**src/rtl/riscv_marb_pkg.sv**
```systemverilog
// riscv_marb_pkg: shared types and default sizes for the memory arbiter
package riscv_marb_pkg;
  typedef enum logic [1:0] {IDLE, BUSY, RESP} state_e;
  typedef enum logic {GNT_DC, GNT_IC} grant_e;
  localparam int DATA_WIDTH_D = 128;
  localparam int S_ADDR_D = 10;
endpackage

```
**src/rtl/riscv_marb_rr_arbiter.sv**
```systemverilog
// riscv_marb_rr_arbiter: two-requester round-robin pick, req[0]=dcache, req[1]=icache
module riscv_marb_rr_arbiter
  import riscv_marb_pkg::*;
(
  input  logic [1:0] req,
  input  grant_e     last,
  input  logic       enable,
  output grant_e     grant
);
  // lone requester wins; under contention the cache not served last wins
  always_comb grant = (enable && (req == 2'b11 ? last == GNT_DC : req[1])) ? GNT_IC : GNT_DC;
endmodule

```
**src/rtl/riscv_mem_arbiter.sv**
```systemverilog
// riscv_mem_arbiter: merges icache refills and dcache refills/write-backs onto one block-memory bus
module riscv_mem_arbiter
  import riscv_marb_pkg::*;
#(
  parameter int DATA_WIDTH = DATA_WIDTH_D,
  parameter int S_ADDR     = S_ADDR_D
) (
  input  logic                  i_riscv_marb_clk,
  input  logic                  i_riscv_marb_rst,
  input  logic                  i_riscv_marb_dc_wren,
  input  logic                  i_riscv_marb_dc_rden,
  input  logic [S_ADDR-1:0]     i_riscv_marb_dc_addr,
  input  logic [DATA_WIDTH-1:0] i_riscv_marb_dc_wdata,
  output logic                  o_riscv_marb_dc_ready,
  output logic [DATA_WIDTH-1:0] o_riscv_marb_dc_rdata,
  input  logic                  i_riscv_marb_ic_rden,
  input  logic [S_ADDR-1:0]     i_riscv_marb_ic_addr,
  output logic                  o_riscv_marb_ic_ready,
  output logic [DATA_WIDTH-1:0] o_riscv_marb_ic_rdata,
  output logic                  o_riscv_marb_ext_req,
  output logic                  o_riscv_marb_ext_we,
  output logic [S_ADDR-1:0]     o_riscv_marb_ext_addr,
  output logic [DATA_WIDTH-1:0] o_riscv_marb_ext_wdata,
  input  logic                  i_riscv_marb_ext_ack,
  input  logic [DATA_WIDTH-1:0] i_riscv_marb_ext_rdata
);
  state_e     state, state_n;
  grant_e     gnt, gnt_n, rr_last;
  logic [1:0] req;
  logic       take, done, dc_wr;
  assign req   = {i_riscv_marb_ic_rden, i_riscv_marb_dc_wren | i_riscv_marb_dc_rden};
  assign take  = state == IDLE && |req;
  assign done  = state == BUSY && i_riscv_marb_ext_ack;
  assign dc_wr = gnt_n == GNT_DC && i_riscv_marb_dc_wren;
  riscv_marb_rr_arbiter u_rr (
    .req    (req),
    .last   (rr_last),
    .enable (state == IDLE),
    .grant  (gnt_n)
  );
  // state register
  always_ff @(posedge i_riscv_marb_clk) state <= !i_riscv_marb_rst ? IDLE : state_n;
  // one transaction at a time: launch, wait for ack, one response cycle
  always_comb state_n = state == IDLE ? (|req ? BUSY : IDLE) : state == BUSY ? (i_riscv_marb_ext_ack ? RESP : BUSY) : IDLE;
  // ext bus launch, response capture and round-robin history; reset starts history at dcache so icache wins first
  always_ff @(posedge i_riscv_marb_clk) begin
    if (!i_riscv_marb_rst) begin
      gnt                    <= GNT_DC;
      rr_last                <= GNT_DC;
      o_riscv_marb_ext_req   <= 1'b0;
      o_riscv_marb_ext_we    <= 1'b0;
      o_riscv_marb_ext_addr  <= '0;
      o_riscv_marb_ext_wdata <= '0;
      o_riscv_marb_dc_ready  <= 1'b0;
      o_riscv_marb_ic_ready  <= 1'b0;
      o_riscv_marb_dc_rdata  <= '0;
      o_riscv_marb_ic_rdata  <= '0;
    end else begin
      o_riscv_marb_dc_ready <= done && gnt == GNT_DC;
      o_riscv_marb_ic_ready <= done && gnt == GNT_IC;
      if (take) begin
        gnt                    <= gnt_n;
        o_riscv_marb_ext_req   <= 1'b1;
        o_riscv_marb_ext_we    <= dc_wr;
        o_riscv_marb_ext_addr  <= gnt_n == GNT_DC ? i_riscv_marb_dc_addr : i_riscv_marb_ic_addr;
        o_riscv_marb_ext_wdata <= dc_wr ? i_riscv_marb_dc_wdata : '0;
      end
      if (done) o_riscv_marb_ext_req <= 1'b0;
      if (done && !o_riscv_marb_ext_we && gnt == GNT_DC) o_riscv_marb_dc_rdata <= i_riscv_marb_ext_rdata;
      if (done && !o_riscv_marb_ext_we && gnt == GNT_IC) o_riscv_marb_ic_rdata <= i_riscv_marb_ext_rdata;
      if (state == RESP) rr_last <= gnt;
    end
  end
endmodule

```
**config.mk**
```make
export PLATFORM = sky130hd
export DESIGN_NAME = riscv_mem_arbiter
export DESIGN_NICKNAME = d
export VERILOG_FILES = /design/src/rtl/riscv_marb_pkg.sv /design/src/rtl/riscv_marb_rr_arbiter.sv /design/src/rtl/riscv_mem_arbiter.sv
export SDC_FILE = /design/constraint.sdc
export NUM_CORES = 1
export LEC_CHECK = 0
export CAP_MARGIN = 20
export CORE_AREA = 2 2 265 267
export DETAILED_ROUTE_END_ITERATION = 10
export DIE_AREA = 0 0 267 269
export GPL_TIMING_DRIVEN = 0
export SKIP_LAST_GASP = 1
export SYNTH_ARGS = -nofsm -noshare
export SYNTH_HDL_FRONTEND = slang
export SYNTH_SLANG_ARGS = --single-unit
```
**constraint.sdc**
```tcl
create_clock -name i_riscv_marb_clk -period 4 [get_ports i_riscv_marb_clk]
set_input_delay 0.4 -clock i_riscv_marb_clk [delete_from_list [all_inputs] [get_ports i_riscv_marb_clk]]
set_output_delay 0.4 -clock i_riscv_marb_clk [all_outputs]
set_load 0.01 [all_outputs]
```
[After elaboration in Yosys (flattened, before gate mapping)]
Index checks and enable logic that the tools add are counted.
W data, S select, Z words.
Word-level totals
  input port bits: 282
  word-level logic and storage cells: 40
  register bits after elaboration: 402
  output and inout port bits: 398
Operators by class
  muxes and demuxes: 8
  bitwise logic cells: 5
  reductions and logical operators: 13
  equal/unequal tests: 3
Operators by type and width (number)
  $mux W128: 1
  $mux W10: 1
  $logic_and A1 B1 Y1: 9
  $mux W2: 3
  $eq A2 B2 Y1 const B: 2
  $not A1 Y1: 4
  $reduce_or A2 Y1: 2
  $mux W1: 3
  $eq A2 B1 Y1 const B: 1
  $logic_not A2 Y1: 1
  $logic_not A1 Y1: 1
  $or A1 B1 Y1: 1

[Depth between registers and ports, before layout]
Gate-level depths: netlist of run 1.
  depth after elaboration: 8
  gate-level depth with buffers: 6
  depth with buffers taken out: 3

[Modules after synthesis]
Synthesis of run 1 repeated with hierarchy kept, for this count alone.
Second synthesis, totals
  cell total of the unflattened synthesis: 1619
  area, all modules: 15130.8 µm²
By module, submodules not included
  riscv_mem_arbiter: area each 15118.2 µm², times used 1, seq. area each 8047.7 µm², cells an instance 1617
  riscv_marb_rr_arbiter: area each 12.5 µm², times used 1, seq. area each 0.0 µm², cells an instance 2

[Worst setup path before layout of run 1]
OpenSTA, ideal clock, no wires.
  kind: input to register
  start: in i_riscv_marb_ic_rden
  end: reg o_riscv_marb_ext_addr[0]
  library setup time: 122 ps
  path slack: 2391 ps
  stages: 4
  data required time: 3878 ps
  data arrival time: 1487 ps
  buffers on the path: 1
  cell sequence: or3b_2 buf_2 o21a_1 o311a_1
On the way
  word-level cells in the longest chain between the ends: 5
  elaborated cells on any way between the ends: 7
  those cells by class: eq/ne (1); mux (3); reduce/logical (3)
RTL lines
  start: declaration: line riscv_mem_arbiter.sv:16  | input logic i_riscv_marb_ic_rden,
  $eq A2 B2 Y1: line riscv_marb_rr_arbiter.sv:11  | always_comb grant = (enable && (req == 2'b11 ? last == GNT_DC : req[1])) ? GNT_IC : GNT_DC;
  $mux W1: line riscv_marb_rr_arbiter.sv:11
  $logic_and A1 B1 Y1: line riscv_marb_rr_arbiter.sv:11
  $mux W1: line riscv_marb_rr_arbiter.sv:11
  $mux W10: line riscv_mem_arbiter.sv:65  | o_riscv_marb_ext_addr <= gnt_n == GNT_DC ? i_riscv_marb_dc_addr : i_riscv_marb_ic_addr;
  end signal: assignment: line riscv_mem_arbiter.sv:65
  end: declaration: line riscv_mem_arbiter.sv:22  | output logic [S_ADDR-1:0] o_riscv_marb_ext_addr,
Several ways; a longest one is shown, not always the timed one.
A chain may end at the register's enable or synchronous reset.

[Worst setup path in the final report of run 1]
  start: reg state[1]
  end: reg o_riscv_marb_dc_rdata[118]
On the way
  word-level cells in the longest chain between the ends: 4
RTL lines
  start: declaration: line riscv_mem_arbiter.sv:27  | state_e state, state_n;
  start signal: assignment: line riscv_mem_arbiter.sv:42  | always_ff @(posedge i_riscv_marb_clk) state <= !i_riscv_marb_rst ? IDLE : state_n;
  $eq A2 B1 Y1: line riscv_mem_arbiter.sv:33  | assign done = state == BUSY && i_riscv_marb_ext_ack;
  $logic_and A1 B1 Y1: line riscv_mem_arbiter.sv:33
  $logic_and A1 B1 Y1 (2 in series): line riscv_mem_arbiter.sv:69  | if (done && !o_riscv_marb_ext_we && gnt == GNT_DC) o_riscv_marb_dc_rdata <= i_riscv_marb_ext_rdata;
  end signal: assignment: line riscv_mem_arbiter.sv:69
  end: declaration: line riscv_mem_arbiter.sv:15  | output logic [DATA_WIDTH-1:0] o_riscv_marb_dc_rdata,
Every way passes these cells.

==> results of run 1 <==
[layout by cell type (no fill, tap or decap), drive strengths merged, types with 3 or more instances in the layout]
cell type        n
clkdlybuf4s50  678
a21boi         130
dfxtp          402
nand2          385
bufinv           3
buf             41
clkbuf         177
o311a           10
or2              3
clkinv           9
o21bai          10
nor3b           12
o21a            12
nand3          128
o21ai          130
mux2i          257
[cells in the mapped netlist, drive strengths merged]
library cell,count,area [um2]
dfxtp,402,8050
nand2,385,1450
mux2i,257,2570
a21boi,130,976
o21ai,130,651
nand3,128,641
clkbuf,112,420
buf,39,213
nor3b,12,90.1
o21a,12,90.1
o21bai,10,75.1
o311a,10,100
or2,3,18.8
nand3b,2,15.0
nor2b,2,12.5
nor3,2,15.0
and2,1,6.26
and3,1,6.26
and3b,1,8.76
nand2b,1,6.26
nor2,1,3.75
o211a,1,10.0
or2b,1,7.51
or3b,1,8.76
[state kept, by name (all words and copies together) (netlist names)]
name	count
o_riscv_marb_dc_ready	1
o_riscv_marb_ic_rdata	128
o_riscv_marb_ext_addr	10
state	2
o_riscv_marb_ext_we	1
o_riscv_marb_ic_ready	1
o_riscv_marb_ext_req	1
o_riscv_marb_dc_rdata	128
rr_last	1
gnt	1
o_riscv_marb_ext_wdata	128
[area by class of cell]
cell class	count	area share, %
diodes	2	0.0200
plain buffers	151	2.54
clock buffers	65	5.46
clock inverters	15	0.652
multi-input cells	1091	27.1
flip-flops and latches	402	32.2
well taps	940	4.71
repair buffers	680	27.3
[power breakdown]
part	switching, mW	leakage (nW)	internal (mW)
logic	0.679	5.46	0.700
registers	0.0879	3.26	4.16
clock network	1.75	0.755	2.56
[routing by layer]
metal	part of all wire (%)	up-vias
met3	7.9	121
met1	40	7249
met2	49	534
li1	-	7061
met5	0	-
met4	3.5	0
[metrics by stage]
step	setup WS, ns	area (um2)
6_report	1.60	25000
4_1_cts	1.50	25000
2_1_floorplan	2.39	15400
3_3_place_gp	1.07	23400
3_5_place_dp	1.04	23400
5_1_grt	1.38	25000
[worst max-delay path: cells and delay by family, from the launching register on]
family	cells	cell delay (ns)
DFF	1	0.35
and+or+nand+nor	2	0.44
muxes	1	0.24
buffers and inverters	2	1.28
[worst max-delay path by stage]
stage and to:
2_1_floorplan o_riscv_marb_ext_addr[0], 3_3_place_gp o_riscv_marb_dc_rdata[13], 3_5_place_dp o_riscv_marb_dc_rdata[118], 4_1_cts o_riscv_marb_dc_rdata[69]
5_1_grt o_riscv_marb_dc_rdata[115], 6_report o_riscv_marb_dc_rdata[118]
[cell families (layout without fill, tap and decap cells)]
| group | Yosys count | in the layout |
|---|---|---|
| other | 0 | 2 |
| DFF | 402 | 402 |
| buffers and inverters | 151 | 911 |
| muxes | 257 | 257 |
| and+or+nand+nor | 541 | 541 |
| AOI/OAI and AO/OA | 293 | 293 |
==> metrics.csv, run 1 <==
metric,value,unit
status,"finished, final reports clean",
startpoint types,flop,
Inst Count DP,3264,
Peak Freq,416,MHz
post-synthesis mux area share,16.7,%
DRC Markers,0,
Hold Path Stages,3,
global-route wire length before repair,95.5,mm
die width,267,um
Clock Path Buffers,3,
post-synthesis adder-cell area fraction,0,%
Post-CTS Repair Setup Buffers,0,
LEAKAGE,9.48,nW
layout cell share with drive strength beyond 1,4.87,%
routed vias/inst,4.47,
M3 GR Usage,5.20,%
RSZ-0062 raised after global routing,no,
Synth Register Bits,402,
M2 GR Usage,29.8,%
Reg area,0.00805,mm2
max-slew violations,0,
worst path cell trace,"nand3b_1, nor3_1, clkbuf_1, buf_2, mux2i_1",
Worst EP arrival,2.90,ns
antenna violations before repair,6,
Mapped Cells,1644,
HPWL Detailed,52.1,mm
synthesized area per cell,9.39,um2
Finished Core Util,36.0,%
clk_skew,0.0175,ns
Tmin final,2.40,ns
placer congestion estimate,0.925,
Worst Path Required,4.50,ns
R2R Path End,o_riscv_marb_dc_rdata[118],
CP max stage delay,0.80,ns
number of global-route vias before repair,15129,
Worst Setup SP,state[1],
clk sinks,402,
Placeable Area,0.0693,mm2
total wire length,66.4,mm
pwr/cell area,398,mW/mm2
Starting Density,22.3,%
largest net degree at the start of global routing,14,
CTS tree,built,
Fillers,6943,
post-CTS sizing,0,
hold path startpoint,i_riscv_marb_dc_wdata[55],
clock latency on the worst-skew pair,0.58,ns
Global Route Usage Sum,17.5,%
Post-Synth Simple-Gate Area,14.8,%
I/O pin cnt,680,
worst r2r src,state[1],
CTS Buf Count,46,
Die Y,269,um
Multi-input gate area,0.00676,mm2
R2R cell count,5,
min-delay worst type,in -> reg,
crit path kind,reg -> reg,
CTS Hold Bufs,0,
Slew HR,31.3,%
average wire per standard cell,19.9,um
max_cap viols,0,
area grow syn2layout,61.7,%
Tcrit/Tclk final,60.1,%
critical path endpoint category,flop,
Final Power,9.93,mW
worst-margin pin slew,1.03,ns
final net count,2654,
main combinational cell family by area after synthesis,multiplexers,
H-tree depth,2,
setup total negative slack,0,ns
Slowest cell on crit path,clkbuf_1,
die area,0.0718,mm2
Critical Path Fanout Max,10,
Root Buffer,clkbuf_16,
complex-gate fraction of the synthesized area,12.3,%
Setup Viol. Count Final,0,
GR peak layer,met2,
R2R setup slack,1.60,ns
1st-pass router iterations,5,
Cell Rows,97,
Final Hold Fails,0,
clk slew on worst S/H paths,0.06,ns
Min Hold Slack,0.397,ns
synth unique cells,30,
Post-Syn Area,0.0154,mm2
DRT antenna net count,0,
PortBufs,678,
post-synthesis xor/xnor area fraction,0,%
met1 Resource Use GR,20.7,%
yosys warns,0,
Vias,14965,
total gr overflow,0,
final std cells w/o fill,3346,
maximum vdd ir drop,0.243,mV
syn nets,1926,
1st-iter DRT viols,803,
sequential area share after synthesis,52.1,%
hold path endpoint,o_riscv_marb_ext_wdata[55],
(Power assumes the default switching activity.)
==> inputs of run 2 (changes only) <==
--- a/config.mk
+++ b/config.mk
@@ -6,9 +6,9 @@
 export NUM_CORES = 1
 export LEC_CHECK = 0
 export CAP_MARGIN = 20
-export CORE_AREA = 2 2 265 267
+export CORE_AREA = 2 2 261 263
 export DETAILED_ROUTE_END_ITERATION = 10
-export DIE_AREA = 0 0 267 269
+export DIE_AREA = 0 0 263 265
 export GPL_TIMING_DRIVEN = 0
 export SKIP_LAST_GASP = 1
 export SYNTH_ARGS = -nofsm -noshare
==> constraint.sdc (replaced) <==
create_clock -name i_riscv_marb_clk -period 2.45 [get_ports i_riscv_marb_clk]
set_input_delay 0.245 -clock i_riscv_marb_clk [delete_from_list [all_inputs] [get_ports i_riscv_marb_clk]]
set_output_delay 0.245 -clock i_riscv_marb_clk [all_outputs]
set_load 0.01 [all_outputs]
==> run 2 against run 1 <==
Effect of this change: maximum frequency up 8.2%; die area down 3.0%; setup slack worse by 1.4 ns; wire length down 1.5%; clock skew down 0.0047 ns; flip-flop and latch count unchanged; via count down 0.23%; highest routed layer unchanged; clock power up 61%; global-route usage up 0.55 points; register-to-register slack worse by 1.4 ns; critical path depth unchanged.
==> metrics.csv, run 2 (synthesis results as in run 1) <==
metric,value,unit,change
Tcrit/Tclk final,90.6,%,+31 points
maximum vdd ir drop,0.558,mV,+130%
design area,0.0249,mm2,-0.32%
die area,0.0697,mm2,-3.0%
die width,263,um,-1.5%
Die Y,265,um,-1.5%
Vias,14930,,-0.23%
Worst EP arrival,2.71,ns,-0.19 ns
Critical Path Fanout Max,10,,unchanged
PortBufs,678,,unchanged
worst path cell trace,"nand2b_1, clkbuf_1, clkbuf_1, nand3_1, a21boi_0",,
area grow syn2layout,61.2,%,
Setup Viol. Count Final,0,,unchanged
HPWL Detailed,50.8,mm,-2.4%
hold path startpoint,i_riscv_marb_ext_rdata[1],,
Starting Density,23.1,%,+0.83 points
pwr/cell area,647,mW/mm2,+63%
CTS tree,built,,
layout cell share with drive strength beyond 1,4.70,%,-0.17 points
critical path endpoint category,flop,,
CTS Buf Count,46,,unchanged
RSZ-0062 raised after global routing,no,,
average wire per standard cell,20.0,um,+0.50%
final net count,2655,,+0.038%
Finished Core Util,37.3,%,+1.2 points
global-route wire length before repair,97.3,mm,+1.9%
worst-margin pin slew,1.07,ns,+0.0358 ns
placer congestion estimate,0.905,,-2.2%
crit path kind,reg -> reg,,
Regs by FF count,"o_riscv_marb_dc_rdata (128), o_riscv_marb_ext_wdata (128), o_riscv_marb_ic_rdata (128)",,
Sw Pwr,4.08,mW,+62%
Slowest cell on crit path,clkbuf_1,,
startpoint types,flop,,
most frequent CP cell,clkbuf_1,,
pre-CTS setup slack,-0.447,ns,-1.48 ns
max_cap viols,0,,unchanged
final worst setup slack,0.230,ns,-1.37 ns
setup total negative slack,0,ns,unchanged
Inst Count DP,3198,,-2.0%
register share of total power,43.0,%,+0.3 points
R2R setup slack,0.23,ns,-1.37 ns
Net Sw Frac,25.4,%,about the same
clk slew on worst S/H paths,0.06,ns,about the same
Slew HR,28.9,%,-2.4 points
placed inst area,0.0234,mm2,-0.24%
Final Hold Fails,0,,unchanged
Cell Rows,95,,-2.1%
Post-CTS Repair Setup Buffers,0,,unchanged
total gr overflow,0,,unchanged
final std cells w/o fill,3280,,-2.0%
Fillers,6697,,-3.5%
R2R Path End,o_riscv_marb_ext_wdata[71],,
most frequent cells in the layout,"clkdlybuf4s50_1 (678), dfxtp_1 (402), nand2_1 (385)",,
clk_skew,0.0128,ns,-0.00465 ns
Clock Path Buffers,3,,unchanged
largest net degree at the start of global routing,13,,-1
Global Route Usage Sum,18.0,%,+0.55 points
antenna violations before repair,3,,-3
total wire length,65.5,mm,-1.5%
Logic pwr share,13.9,%,about the same
Min Hold Slack,0.241,ns,-0.156 ns
I/O pin cnt,680,,unchanged
post-CTS sizing,1,,+1
number of global-route vias before repair,15482,,+2.3%
CP Capture Point,o_riscv_marb_ext_wdata[71],,
1st-pass router iterations,5,,unchanged
Tmin final,2.22,ns,-0.183 ns
routed vias/inst,4.55,,+1.8%
LEAKAGE,9.47,nW,about the same
Worst Setup SP,rr_last,,
"most common cell after layout, fill and taps aside",clkdlybuf4s50_1,,
CP max stage delay,0.63,ns,-0.17 ns
Final Power,16.1,mW,+62%
Root Buffer,clkbuf_16,,
CTS Hold Bufs,0,,unchanged
R2R cell count,5,,unchanged
status,"finished, final reports clean",,
H-tree depth,2,,unchanged
DRT antenna net count,0,,unchanged
min-delay worst type,in -> reg,,
Worst Path Required,2.94,ns,-1.56 ns
clock latency on the worst-skew pair,0.58,ns,about the same
Clock power frac,43.1,%,-0.3 points
Internal,12.0,mW,+62%
worst r2r src,rr_last,,
DRC Markers,0,,unchanged
clk sinks,402,,unchanged
max-slew violations,0,,unchanged
1st-iter DRT viols,817,,+1.7%
Placeable Area,0.0668,mm2,-3.6%
Peak Freq,450,MHz,+8.2%
run 2: power by group through the flow:
stage / Sequential [mW] / Clock (mW) / Combinational (mW)
global placement: 7.05 / 0 / 2.21
floorplan: 7.15 / 0 / 0.796
global route: 6.95 / 7.35 / 2.40
finish: 6.92 / 6.94 / 2.24
detailed placement: 7.06 / 0 / 2.24
CTS: 6.92 / 7.13 / 2.26
run 2: worst min path at each step:
stage,endpoint,slack (ns),cells past startpoint
after detailed placement,o_riscv_marb_dc_rdata[112],0.45,2
after global placement,o_riscv_marb_dc_rdata[5],0.44,2
after floorplan,o_riscv_marb_ext_wdata[47],0.40,2
final,o_riscv_marb_ic_rdata[1],0.24,3
after global routing,o_riscv_marb_ext_wdata[2],0.23,3
after CTS,o_riscv_marb_ic_rdata[1],0.20,3
run 2: final cells by class:
type / count / area [um2] / area share, %
repair buffers: 681 / 6840 / 27.5
plain buffers: 151 / 634 / 2.55
flip-flops and latches: 402 / 8050 / 32.3
clock buffers: 72 / 1390 / 5.58
multi-input cells: 1091 / 6760 / 27.2
clock inverters: 8 / 114 / 0.458
well taps: 873 / 1090 / 4.39
diodes: 2 / 5.00 / 0.0201
run 2: worst max-delay path: cells and delay by family, from the launching register on:
| family | cells | cell delay, ns |
|---|---|---|
| buffers and inverters | 2 | 1.14 |
| flip-flops | 1 | 0.35 |
| AND/OR/NAND/NOR | 2 | 0.43 |
| AO/OA/AOI/OAI | 1 | 0.21 |
run 2: routing by layer:
layer | up-vias | GRT usage (%) | wire length (um) | share of wire, %
met5 | - | 0 | 0 | 0
met4 | 0 | 6.81 | 2300 | 3.5
met3 | 123 | 4.55 | 4200 | 6.4
met2 | 534 | 31.0 | 31800 | 49
met1 | 7214 | 21.6 | 27100 | 41
li1 | 7059 | - | - | -
==> inputs of run 3 (changes only) <==
--- a/config.mk
+++ b/config.mk
@@ -6,11 +6,12 @@
 export NUM_CORES = 1
 export LEC_CHECK = 0
 export CAP_MARGIN = 20
-export CORE_AREA = 2 2 261 263
+export CORE_AREA = 2 2 267 269
 export DETAILED_ROUTE_END_ITERATION = 10
-export DIE_AREA = 0 0 263 265
+export DIE_AREA = 0 0 269 271
 export GPL_TIMING_DRIVEN = 0
 export SKIP_LAST_GASP = 1
+export SLEW_MARGIN = 20
 export SYNTH_ARGS = -nofsm -noshare
 export SYNTH_HDL_FRONTEND = slang
 export SYNTH_SLANG_ARGS = --single-unit
==> constraint.sdc (replaced) <==
create_clock -name i_riscv_marb_clk -period 1.88 [get_ports i_riscv_marb_clk]
set_input_delay 0.188 -clock i_riscv_marb_clk [delete_from_list [all_inputs] [get_ports i_riscv_marb_clk]]
set_output_delay 0.188 -clock i_riscv_marb_clk [all_outputs]
set_load 0.01 [all_outputs]
==> run 3 against run 2 <==
Effect of this change: the run now ends with setup timing left; non-clock buffer count fell by 3; sequential power increased by 30%; sequential share of layout area decreased by 0.36 points; largest cell class unchanged.
==> metrics.csv, run 3 (synthesis results as in run 1) <==
metric,value,unit,change
HPWL Detailed,52.6,mm,+3.5%
clk_skew,0.0162,ns,+0.00341 ns
"most common cell after layout, fill and taps aside",clkdlybuf4s50_1,,
Reg area,0.00805,mm2,about the same
global-route wire length before repair,98.1,mm,+0.79%
Post-CTS Repair Setup Buffers,0,,unchanged
Vias,14987,,+0.38%
Final Power,21.6,mW,+34%
Multi-input gate area,0.00677,mm2,+0.15%
LEAKAGE,9.60,nW,+1.4%
number of global-route vias before repair,15353,,-0.83%
Tmin final,1.90,ns,-0.324 ns
CTS Buf Count,48,,+4.3%
hold path startpoint,i_riscv_marb_dc_wdata[47],,
clk sinks,402,,unchanged
average wire per standard cell,20.1,um,+0.82%
total wire length,67.5,mm,+3.2%
clock latency on the worst-skew pair,0.57,ns,about the same
H-tree depth,2,,unchanged
crit path kind,reg -> reg,,
PortBufs,678,,unchanged
RSZ-0062 raised after global routing,yes,,
CTS Hold Bufs,0,,unchanged
most frequent cells in the layout,"clkdlybuf4s50_1 (678), dfxtp_1 (401), nand2_1 (385)",,
layout cell share with drive strength beyond 1,5.94,%,+1.2 points
total gr overflow,0,,unchanged
Peak Freq,528,MHz,+17%
Tcrit/Tclk final,101,%,+10 points
DRC Markers,0,,unchanged
I/O pin cnt,680,,unchanged
final net count,2654,,-0.038%
Fillers,7002,,+4.6%
worst r2r src,state[1],,
Final Hold Fails,0,,unchanged
startpoint types,flop,,
max-slew violations,0,,unchanged
worst-margin pin slew,0.895,ns,-0.172 ns
Clock Path Buffers,3,,unchanged
DRT antenna net count,0,,unchanged
largest net degree at the start of global routing,14,,+1
final worst setup slack,-0.0156,ns,-0.246 ns
1st-iter DRT viols,629,,-23%
Worst Setup SP,state[1],,
Critical Path Fanout Max,10,,unchanged
Starting Density,22.1,%,-0.99 points
pwr/cell area,857,mW/mm2,+32%
die width,269,um,+2.3%
Slew HR,40.4,%,+11 points
maximum vdd ir drop,0.577,mV,+3.3%
Finished Core Util,36.1,%,-1.2 points
Cell Rows,97,,+2.1%
Setup Viol. Count Final,1,,+1
Global Route Usage Sum,17.7,%,-0.31 points
status,finished with violations,,
Root Buffer,clkbuf_16,,
Regs by FF count,"o_riscv_marb_dc_rdata (128), o_riscv_marb_ext_wdata (128), o_riscv_marb_ic_rdata (128)",,
failing checks,setup timing,,
CTS tree,built,,
placer congestion estimate,0.882,,-2.5%
die area,0.0729,mm2,+4.6%
Worst Path Required,2.29,ns,-0.65 ns
critical path endpoint category,flop,,
Worst EP arrival,2.31,ns,-0.40 ns
Placeable Area,0.0698,mm2,+4.5%
clk slew on worst S/H paths,0.06,ns,about the same
max_cap viols,0,,unchanged
1st-pass router iterations,5,,unchanged
min-delay worst type,in -> reg,,
routed vias/inst,4.47,,-1.9%
area grow syn2layout,63.0,%,
antenna violations before repair,5,,+2
pre-CTS setup slack,-0.846,ns,-0.399 ns
Die Y,271,um,+2.3%
==> run 3: through the flow <==
step | TNS [ns] | instance area [um2] | cells | hold WS, ns
floorplan | 0 | 15400 | 1644 | 0.339
global placement | -232.74 | 23400 | 3262 | 0.442
detailed placement | -229.51 | 23400 | 3262 | 0.447
CTS | -0.599 | 25100 | 3348 | 0.144
global route | -1.04 | 25200 | 3351 | 0.162
finish | -0.0156 | 25200 | 3356 | 0.180
==> run 3: cell type report <==
class	instances	share of cell area, %
repair buffers	678	27.0
well taps	940	4.67
plain buffers	151	2.95
multi-input cells	1091	26.9
clock inverters	14	0.731
clock buffers	72	5.73
diodes	8	0.0795
flip-flops and latches	402	32.0
==> run 3: power breakdown <==
part | leakage, nW | internal, mW | switching, mW | total, mW
Combinational | 5.55 | 1.51 | 1.44 | 2.95
Sequential | 3.26 | 8.84 | 0.190 | 9.03
Clock | 0.790 | 5.83 | 3.77 | 9.59
Total | 9.60 | 16.2 | 5.40 | 21.6
==> run 3: routing by layer <==
metal  routed length, um  global-route usage [%]  up-vias
met3                5280                    5.18       99
met4                1870                    5.56        2
li1                    -                       -     7087
met1               27700                    21.3     7299
met2               32700                    30.1      500
met5                  12                       0        -
==> run 3: final timing paths <==
kind	endpoint	slack (ns)	depth (start not counted)
setup reg to reg	o_riscv_marb_ext_wdata[117]	-0.02	6
setup / recovery	o_riscv_marb_ext_wdata[117]	-0.02	6
hold / removal	o_riscv_marb_ext_wdata[47]	0.18	3
hold reg to reg	o_riscv_marb_dc_rdata[93]	0.46	2
==> run 3: critical path, cell delays in order (launching register included) <==
cell	delay [ns]
dfxtp_1	0.38
or2_1	0.27
buf_6	0.14
buf_6	0.15
clkbuf_2	0.18
o21ai_0	0.42
a21boi_1	0.18
==> run 3: what timing repair did <==
item	4_1_cts	5_1_grt
resized for setup	27	51
endpoints found under the setup margin	349	279
hold endpoints to repair	0	0
